`src/rtl/digits10_decoder_if.sv`:
```
// digits10_decoder_if: row-in and digit-out valid/ready channels
// for the 5x5 glyph-to-digit decoder.
interface digits10_decoder_if;
  logic       row_valid;
  logic       row_ready;
  logic [7:0] row_bits;
  logic       row_first;
  logic       dig_valid;
  logic       dig_ready;
  logic [3:0] digit;
  logic       dig_match;
  logic       dig_err;

  modport master (
    output row_valid, row_bits, row_first, dig_ready,
    input  row_ready, dig_valid, digit, dig_match, dig_err
  );

  modport slave (
    input  row_valid, row_bits, row_first, dig_ready,
    output row_ready, dig_valid, digit, dig_match, dig_err
  );
endinterface

```
`src/rtl/digits10_decoder.sv`:
```
// digits10_decoder: buffers a 5-row glyph, scans the ten font
// patterns one per cycle and returns the matching digit code.
module digits10_decoder #(
  parameter logic [3:0] NO_MATCH_CODE = 4'hF
) (
  input logic          clk,
  input logic          reset,
  digits10_decoder_if.slave bus
);

  typedef enum logic [1:0] {
    COLLECT,
    COMPARE,
    OUTPUT
  } state_t;

  // Glyph rows concatenated with row 0 in the MSBs.
  function automatic logic [24:0] font(input logic [3:0] d);
    case (d)
      4'd0:    font = 25'b11111_10001_10001_10001_11111;
      4'd1:    font = 25'b01100_00100_00100_00100_11111;
      4'd2:    font = 25'b11111_00001_11111_10000_11111;
      4'd3:    font = 25'b11111_00001_11111_00001_11111;
      4'd4:    font = 25'b10001_10001_11111_00001_00001;
      4'd5:    font = 25'b11111_10000_11111_00001_11111;
      4'd6:    font = 25'b11111_10000_11111_10001_11111;
      4'd7:    font = 25'b11111_00001_00001_00001_00001;
      4'd8:    font = 25'b11111_10001_11111_10001_11111;
      4'd9:    font = 25'b11111_10001_11111_00001_11111;
      default: font = '0;
    endcase
  endfunction

  state_t     state_q;
  logic [4:0] rows_q [5];
  logic [2:0] cnt_q;
  logic [3:0] k_q;
  logic       err_q;
  logic       row_ready_q;
  logic       dig_valid_q;
  logic [3:0] digit_q;
  logic       match_q;
  logic       derr_q;

  logic        accept;
  logic        bad;
  logic [2:0]  idx;
  logic [24:0] glyph;

  assign accept = bus.row_valid && row_ready_q;
  assign bad    = |bus.row_bits[2:0];
  assign idx    = bus.row_first ? 3'd0 : cnt_q;
  assign glyph  = {rows_q[0], rows_q[1], rows_q[2],
                   rows_q[3], rows_q[4]};

  assign bus.row_ready = row_ready_q;
  assign bus.dig_valid = dig_valid_q;
  assign bus.digit     = digit_q;
  assign bus.dig_match = match_q;
  assign bus.dig_err   = derr_q;

  always_ff @(posedge clk or negedge reset) begin
    if (!reset) begin
      state_q     <= COLLECT;
      cnt_q       <= '0;
      k_q         <= '0;
      err_q       <= 1'b0;
      row_ready_q <= 1'b1;
      dig_valid_q <= 1'b0;
      digit_q     <= '0;
      match_q     <= 1'b0;
      derr_q      <= 1'b0;
      for (int i = 0; i < 5; i++) rows_q[i] <= '0;
    end else begin
      unique case (state_q)
        COLLECT: begin
          if (accept) begin
            rows_q[idx] <= bus.row_bits[7:3];
            err_q <= bus.row_first ? bad : (err_q | bad);
            if (idx == 3'd4) begin
              state_q     <= COMPARE;
              cnt_q       <= '0;
              k_q         <= '0;
              row_ready_q <= 1'b0;
            end else begin
              cnt_q <= idx + 3'd1;
            end
          end
        end
        COMPARE: begin
          if (err_q) begin
            state_q     <= OUTPUT;
            dig_valid_q <= 1'b1;
            digit_q     <= NO_MATCH_CODE;
            match_q     <= 1'b0;
            derr_q      <= 1'b1;
          end else if (glyph == font(k_q)) begin
            state_q     <= OUTPUT;
            dig_valid_q <= 1'b1;
            digit_q     <= k_q;
            match_q     <= 1'b1;
            derr_q      <= 1'b0;
          end else if (k_q == 4'd9) begin
            state_q     <= OUTPUT;
            dig_valid_q <= 1'b1;
            digit_q     <= NO_MATCH_CODE;
            match_q     <= 1'b0;
            derr_q      <= 1'b0;
          end else begin
            k_q <= k_q + 4'd1;
          end
        end
        OUTPUT: begin
          if (bus.dig_ready) begin
            state_q     <= COLLECT;
            dig_valid_q <= 1'b0;
            row_ready_q <= 1'b1;
          end
        end
        default: state_q <= COLLECT;
      endcase
    end
  end

endmodule

```
`src/flat_wrapper.sv`:
```
// flat-port wrapper written by rule: the top's interface ports become plain ports
module digits10_decoder_flat 
#(
  parameter logic [3:0] NO_MATCH_CODE = 4'hF
)
  (clk, reset, bus_row_valid, bus_row_bits, bus_row_first, bus_dig_ready, bus_row_ready, bus_dig_valid, bus_digit, bus_dig_match, bus_dig_err);
  digits10_decoder_if bus_i ();
  input logic clk;
  input logic reset;
  input wire logic [$bits(bus_i.row_valid)-1:0] bus_row_valid;
  input wire logic [$bits(bus_i.row_bits)-1:0] bus_row_bits;
  input wire logic [$bits(bus_i.row_first)-1:0] bus_row_first;
  input wire logic [$bits(bus_i.dig_ready)-1:0] bus_dig_ready;
  output wire logic [$bits(bus_i.row_ready)-1:0] bus_row_ready;
  output wire logic [$bits(bus_i.dig_valid)-1:0] bus_dig_valid;
  output wire logic [$bits(bus_i.digit)-1:0] bus_digit;
  output wire logic [$bits(bus_i.dig_match)-1:0] bus_dig_match;
  output wire logic [$bits(bus_i.dig_err)-1:0] bus_dig_err;
  assign bus_i.row_valid = bus_row_valid;
  assign bus_i.row_bits = bus_row_bits;
  assign bus_i.row_first = bus_row_first;
  assign bus_i.dig_ready = bus_dig_ready;
  assign bus_row_ready = bus_i.row_ready;
  assign bus_dig_valid = bus_i.dig_valid;
  assign bus_digit = bus_i.digit;
  assign bus_dig_match = bus_i.dig_match;
  assign bus_dig_err = bus_i.dig_err;
  digits10_decoder #(.NO_MATCH_CODE(NO_MATCH_CODE)) u_core (.clk(clk), .reset(reset), .bus(bus_i));
endmodule
```
`config.mk`:
```
export PLATFORM = sky130hd
export DESIGN_NAME = digits10_decoder_flat
export DESIGN_NICKNAME = d
export VERILOG_FILES = /design/src/rtl/digits10_decoder_if.sv /design/src/rtl/digits10_decoder.sv /design/src/flat_wrapper.sv
export SDC_FILE = /design/constraint.sdc
export NUM_CORES = 1
export LEC_CHECK = 0
export ABC_AREA = 1
export CORE_ASPECT_RATIO = 1.1
export CORE_MARGIN = 2
export CORE_UTILIZATION = 52
export CTS_CLUSTER_SIZE = 14
export DETAILED_ROUTE_END_ITERATION = 7
export MAX_ROUTING_LAYER = met4
export PLACE_DENSITY_LB_ADDON = 0.12
export SYNTH_ARGS = -nofsm -noshare
export SYNTH_HDL_FRONTEND = slang
export SYNTH_SLANG_ARGS = --single-unit
```
`constraint.sdc`:
```
create_clock -name clk -period 1.9 [get_ports clk]
set_input_delay 0.285 -clock clk [delete_from_list [all_inputs] [get_ports clk]]
set_output_delay 0.285 -clock clk [all_outputs]
set_load 0.05 [all_outputs]
```
==> metrics.yaml, run 1 <==
clock_network:
  cts_setup_buffers: 0
  numCtsBuffers: 5
  htreeDepth: 2
  worstSkewPairLatency_ps: 300
  cts-root-buf: "clkbuf_8"
  cts_buffer_depth: 2
  clk_pin_slew_ps: 80
  clock_sinks: 43
  cts_tree: "built"
final_layout:
  seqCellArea_um2: 1079
  mostFrequentLayoutCell: "nand2_1"
  drive_gt1_share_pct: 20.67
  nNetsFinal: 410
  fillers: 401
  num_antenna_cells: 0
  final_cell_mix: "nand2_1 (103), inv_1 (41), dfrtp_1 (41)"
  finalInstanceArea_um2: 3196
  area_delta_synth_final_pct: 28.34
  multiInputGateArea_um2: 1294
critical_path:
  end_kind: "flop"
  crit_fanout: 4
  crit_buf_inv: 2
  worstPathRequired_ps: 2090
  start_kind: "flop"
  crit_chain: "buf_6, ha_2, inv_2, nand2_4, nand3_2, nand2_1, o21ai_0, nand3_2, nor2_4, nand3_2, nand2_2, nand2_2, nand2_1, o21ai_1"
  cpPeakStageDelay_ps: 420
  criticalPathCategory: "reg -> reg"
  slowest_stage: "dfrtp_1"
  arrival_ps: 2140
  critical_path.top_delay_family: "simple AND/OR/NAND/NOR gates"
  cpMostUsedCell: "nand3_2"
global_route:
  grt_pass1_wl_um: 9625
  antenna_found_initial: 0
  grt_max_degree: 25
  track_usage_pct: 22.89
  grt_pass1_vias: 2196
  gr-total-overflow: 0
synth:
  async_reset_ff_share_pct: 100.0
  syn_area_per_cell_um2: 7.367
  ys_types: 27
  synth_nets: 362
  synthesis.area_um2: 2490
  yosysWarnings: 0
  ys.flop_type: "dfrtp_1"
  syn_inst: 338
  synth_edf_count: 0
  ys_seq_area_share_pct: 43.27
  ys_seq_elements: 43
status:
  violations: "setup timing"
  outcome: "finished, violations left"
power:
  p_seq_share_pct: 31.7
  power_leakage_nw: 1.676
  comb_power_share_pct: 49.4
  powerDensity_nw_per_um2: 1421
  internal_power_mw: 2.697
  switchingPower_mw: 1.843
  clkPwrFrac_pct: 18.9
  p_sw_share_pct: 40.59
  vdd_drop_max_mv: 0.6387
job:
  max-cap-violations: 0
detailed_routing:
  dr.pass1.iters: 4
  vias: 2256
  wirelength_um: 5489
  wl_per_cell_um: 12.39
  vias_per_cell: 5.093
  ant_nets: 0
  drt_iter0_drc: 90
  drc: 0
placed_design:
  dp_hpwl_um: 3996
  post-place-ws_ps: -166.4
  routabilityCongestion: 0.8479
  portBuffers: 20
  placed_cell_area_um2: 2929
sta:
  relSlewSlack_pct: 67.11
  hold_viol: 0
  drv_slew: 0
  layout_setup_ws_ps: -51.42
  max_slew.worst_pin.slew_ps: 491.8
  period_needed_ps: 1951
  max_freq_ghz: 0.5124
  setup_violations: 10
  finalClockSkew_ps: 4.306
  min_period_over_period_pct: 102.7
  rsz0062_at_grt: "true"
die:
  initial_core_util_pct: 53.90
  die_area_um2: 5358
  core_um2: 4619
  row_count: 26
  io_pins: 21
  die_h_um: 76.58
  die_w_um: 69.98
worst_hold_path:
  hold_path_class: "in -> async"
flip-flops by register name (all words and copies together) (netlist names):
| name | cells |
|---|---|
| u_core.bus.digit | 4 |
| u_core.cnt_q | 3 |
| u_core.bus.dig_match | 1 |
| u_core.bus.row_ready | 1 |
| u_core.bus.dig_err | 1 |
| u_core.state_q | 2 |
| u_core.err_q | 1 |
| u_core.bus.dig_valid | 1 |
| u_core.glyph | 25 |
| u_core.k_q | 4 |
timing repair:
| action | in CTS | in global routing |
|---|---|---|
| pin swaps | 7 | 9 |
| hold buffers | 1 | 0 |
| endpoints found under the hold margin | 18 | 0 |
| resized for setup | 23 | 12 |
| endpoints found under the setup margin | 13 | 24 |
synth_stat cells, drive strengths merged (2+ instances only):
library cell	number	area (µm²)
inv	49	188.9
nor2	29	116.4
a21oi	6	30.03
nand4	4	25.02
nor3	2	10.01
nand2	119	476.7
dfrtp	42	1051
o21ai	34	170.2
ha	11	137.6
nand3	29	155.2
buf	4	41.29
nand3b	2	15.01
per-layer routing:
metal / GRT usage (%) / part of all wire, % / vias up
met1: 28.73 / 47 / 1049
met3: 3.968 / 2.8 / 9
li1: - / - / 1158
met4: 7.500 / 2.0 / 0
met2: 37.62 / 48 / 40
met5: - / 0 / -
worst reg2reg max path, delay by kind of cell (launching register included):
kind | cells | cell delay, ps
buffers and inverters | 2 | 220
AND/OR/NAND/NOR | 9 | 840
adder cells (fa/ha/maj) | 1 | 180
flip-flops | 1 | 420
AO/OA/AOI/OAI | 2 | 170
through the flow:
| stage | utilization, % | hold slack (ps) | instances | power (mW) | TNS (ps) |
|---|---|---|---|---|---|
| after CTS | 68.26 | 478.6 | 443 | 4.493 | -181.1 |
| after global routing | 69.18 | 511.7 | 443 | 4.919 | -2508 |
| after floorplan | - | -10.59 | 338 | 2.789 | 0 |
| after global placement | 63.41 | 262.7 | 434 | 3.423 | -892.2 |
| after detailed placement | 63.41 | 266.2 | 434 | 3.472 | -1327 |
| final | 69.18 | 467.8 | 443 | 4.539 | -284.0 |
logic make-up after synthesis:
kind of cell | synth area share, %
AO/OA/AOI/OAI | 8.694
XOR/XNOR | 0.7036
adder cells (fa/ha/maj) | 5.528
buffers and inverters | 9.247
flip-flops | 43.27
AND/OR/NAND/NOR | 32.56
cell type report:
cell class / instances / area share (%)
multi-input cells: 242 / 40.49
flip-flops and latches: 43 / 33.75
repair buffers: 45 / 13.39
inverters: 49 / 5.912
well taps: 56 / 2.193
clock buffers: 5 / 2.153
clock inverters: 3 / 2.114
power by group through the flow:
stage | combinational, mW | sequential, mW | clock, mW
finish | 2.24 | 1.44 | 0.858
global route | 2.54 | 1.48 | 0.896
floorplan | 1.30 | 1.48 | 0
CTS | 2.20 | 1.43 | 0.867
detailed placement | 2.04 | 1.43 | 0
global placement | 2.00 | 1.43 | 0
worst paths after layout:
kind                                                   from                          endpoint  slack [ps]  depth (start not counted)
min reg2reg                u_core.bus.dig_match$_DFFE_PN0P_  u_core.bus.dig_match$_DFFE_PN0P_         480                          2
max reg2reg                       u_core.k_q[0]$_DFFE_PN0P_     u_core.state_q[0]$_DFFE_PN0P_         -50                         14
min                                                   reset      u_core.glyph[16]$_DFFE_PN0P_         470                          2
max in group asynchronous                             reset         u_core.k_q[2]$_DFFE_PN0P_         930                          3
min in group clk           u_core.bus.dig_match$_DFFE_PN0P_  u_core.bus.dig_match$_DFFE_PN0P_         480                          2
max                               u_core.k_q[0]$_DFFE_PN0P_     u_core.state_q[0]$_DFFE_PN0P_         -50                         14
No activity file was read; power rests on OpenSTA's default activity.
==> run 2: changes to the inputs <==
SKIP_CTS_REPAIR_TIMING = 1   (was default)
clock period = 1.69 ns   (was 1.9 ns; I/O delays follow)
==> run 2 against run 1 <==
Against the previous run:
- the flow still finishes with violations (setup timing)
- critical path depth shrank 3
- flip-flop and latch count is the same
- first-iteration DRC count grew 30%
- wire length grew 3.3%
- clock power shrank 6.9%
- maximum frequency shrank 3.2%
- critical path type unchanged
- critical endpoint is now u_core.bus.digit[1]$_DFFE_PN0P_
- largest power group unchanged
- highest routed layer unchanged
==> metrics.yaml, run 2 (synthesis gave the netlist of run 1 again) <==
sta:
  period_needed_ps: 2017  # +65.10 ps
  setup_violations: 13  # +3
  drv_slew: 0  # unchanged
  rsz0062_at_grt: "true"
  max_slew.worst_pin.slew_ps: 412.0  # -79.85 ps
  min_period_over_period_pct: 119.3  # +17 points
  relSlewSlack_pct: 72.43  # +5.3 points
  max_freq_ghz: 0.4959  # -3.2%
  layout_setup_ws_ps: -326.5  # -275.1 ps
  finalClockSkew_ps: 7.118  # +2.812 ps
  holdWs_ps: 451.9  # -15.84 ps
  hold_viol: 0  # unchanged
die:
  die_w_um: 69.98  # unchanged
  die_area_um2: 5358  # unchanged
  die_h_um: 76.58  # unchanged
  core_um2: 4619  # unchanged
  io_pins: 21  # unchanged
  row_count: 26  # unchanged
  initial_core_util_pct: 53.90  # unchanged
clock_network:
  htreeDepth: 2  # unchanged
  worstSkewPairLatency_ps: 300  # about the same
  cts_tree: "built"
  numCtsBuffers: 5  # unchanged
  cts-root-buf: "clkbuf_8"
  clock_sinks: 43  # unchanged
  clk_pin_slew_ps: 80  # about the same
  cts_buffer_depth: 2  # unchanged
global_route:
  antenna_found_initial: 0  # unchanged
  grt_pass1_vias: 2138  # -2.6%
  gr-total-overflow: 0  # unchanged
  grt_pass1_wl_um: 9356  # -2.8%
  grt_max_degree: 44  # +76%
  track_usage_pct: 22.21  # -0.68 points
final_layout:
  area_delta_synth_final_pct: 30.55
  drive_gt1_share_pct: 23.37  # +2.7 points
  mostFrequentLayoutCell: "nand2_1"
  largest_register_ffs: 25  # unchanged
  final_cells: 454  # +2.5%
  finalInstanceArea_um2: 3251  # +1.7%
  num_antenna_cells: 0  # unchanged
  fillers: 385  # -4.0%
  seqCellArea_um2: 1080  # +0.12%
  nNetsFinal: 421  # +2.7%
  final_cell_mix: "nand2_1 (107), inv_1 (42), dfrtp_1 (40)"
  multiInputGateArea_um2: 1339  # +3.5%
detailed_routing:
  wirelength_um: 5669  # +3.3%
  vias: 2291  # +1.6%
  drc: 0  # unchanged
  wl_per_cell_um: 12.49  # +0.78%
  ant_nets: 0  # unchanged
  vias_per_cell: 5.046  # -0.91%
  drt_iter0_drc: 117  # +30%
  dr.pass1.iters: 4  # unchanged
critical_path:
  start_kind: "flop"
  arrival_ps: 2210  # +70 ps
  crit_fanout: 5  # +1
  end_kind: "flop"
  worstPathRequired_ps: 1880  # -210 ps
  criticalPathCategory: "reg -> reg"
power:
  finalPower_mw: 5.069  # +12%
  power_leakage_nw: 1.693  # +1.1%
  powerDensity_nw_per_um2: 1560  # +9.8%
  vdd_drop_max_mv: 0.8327  # +30%
placed_design:
  routabilityCongestion: 0.8190  # -3.4%
  dp_cells: 443  # +2.1%
  portBuffers: 20  # unchanged
  dp_hpwl_um: 4075  # +2.0%
  placed_cell_area_um2: 2984  # +1.9%
worst_hold_path:
  hold_path_class: "in -> async"
job:
  max-cap-violations: 0  # unchanged
status:
  violations: "setup timing"
  outcome: "finished, violations left"
-- run 2: changes by cell type in the layout (fill, tap and decap cells not counted), sizes merged --
cell and change:
clkinv +2, bufinv -1, clkdlybuf4s50 -7, nand2 +2, buf +16, clkinvlp -1
-- run 2: metal layers --
layer  vias up  global-route usage (%)  wire, µm
met5         -                       -         0
met4         0                   6.346        93
met3        10                   3.175       170
met2        44                   38.00      2863
met1      1061                   27.43      2541
li1       1176                       -         -
-- run 2: worst max-delay path, stage by stage, from the launching register on --
cell,delay (ps)
dfrtp_2,450
inv_4,110
ha_2,200
nand3_2,130
nand3_1,120
nand2_1,50
nand2_1,60
nand2_1,60
nor2_1,220
nand4_1,290
nor2_1,180
a21oi_1,50
-- run 2: metrics by stage --
stage / setup TNS, ps / setup slack [ps] / utilization, %
3_5_place_dp: -5073 / -316.0 / 64.60
2_1_floorplan: -986.9 / -88.25 / -
5_1_grt: -6071 / -495.7 / 70.37
4_1_cts: -4148 / -343.5 / 67.04
3_3_place_gp: -3815 / -280.4 / 64.60
6_report: -3356 / -326.5 / 70.37
-- run 2: cell type report --
class	instances	area share (%)
clock inverters	3	1.347
inverters	49	5.889
clock buffers	5	2.117
multi-input cells	244	41.19
flip-flops and latches	43	33.22
repair buffers	54	14.09
well taps	56	2.156
-- run 2: path summary, 6_finish.rpt --
kind | depth (start not counted) | startpoint | end | slack (ps)
min | 3 | reset | u_core.glyph[20]$_DFFE_PN0P_ | 450
min reg2reg | 2 | u_core.bus.dig_match$_DFFE_PN0P_ | u_core.bus.dig_match$_DFFE_PN0P_ | 480
max in group asynchronous | 3 | reset | u_core.bus.row_ready$_DFFE_PN1P_ | 970
min in group clk | 2 | u_core.bus.dig_match$_DFFE_PN0P_ | u_core.bus.dig_match$_DFFE_PN0P_ | 480
max | 11 | u_core.k_q[1]$_DFFE_PN0P_ | u_core.bus.digit[1]$_DFFE_PN0P_ | -330
max reg2reg | 11 | u_core.k_q[1]$_DFFE_PN0P_ | u_core.bus.digit[1]$_DFFE_PN0P_ | -330
-- run 2: report_power, final --
group | internal [mW] | switching (mW)
logic | 1.15 | 1.52
clock network | 0.440 | 0.359
registers | 1.35 | 0.255
total | 2.94 | 2.13
==> run 3: changes to the inputs <==
SLEW_MARGIN = 20   (was default)
==> results of run 3 <==
Same layout as run 2: the final DEF is identical, and so are final timing and power.
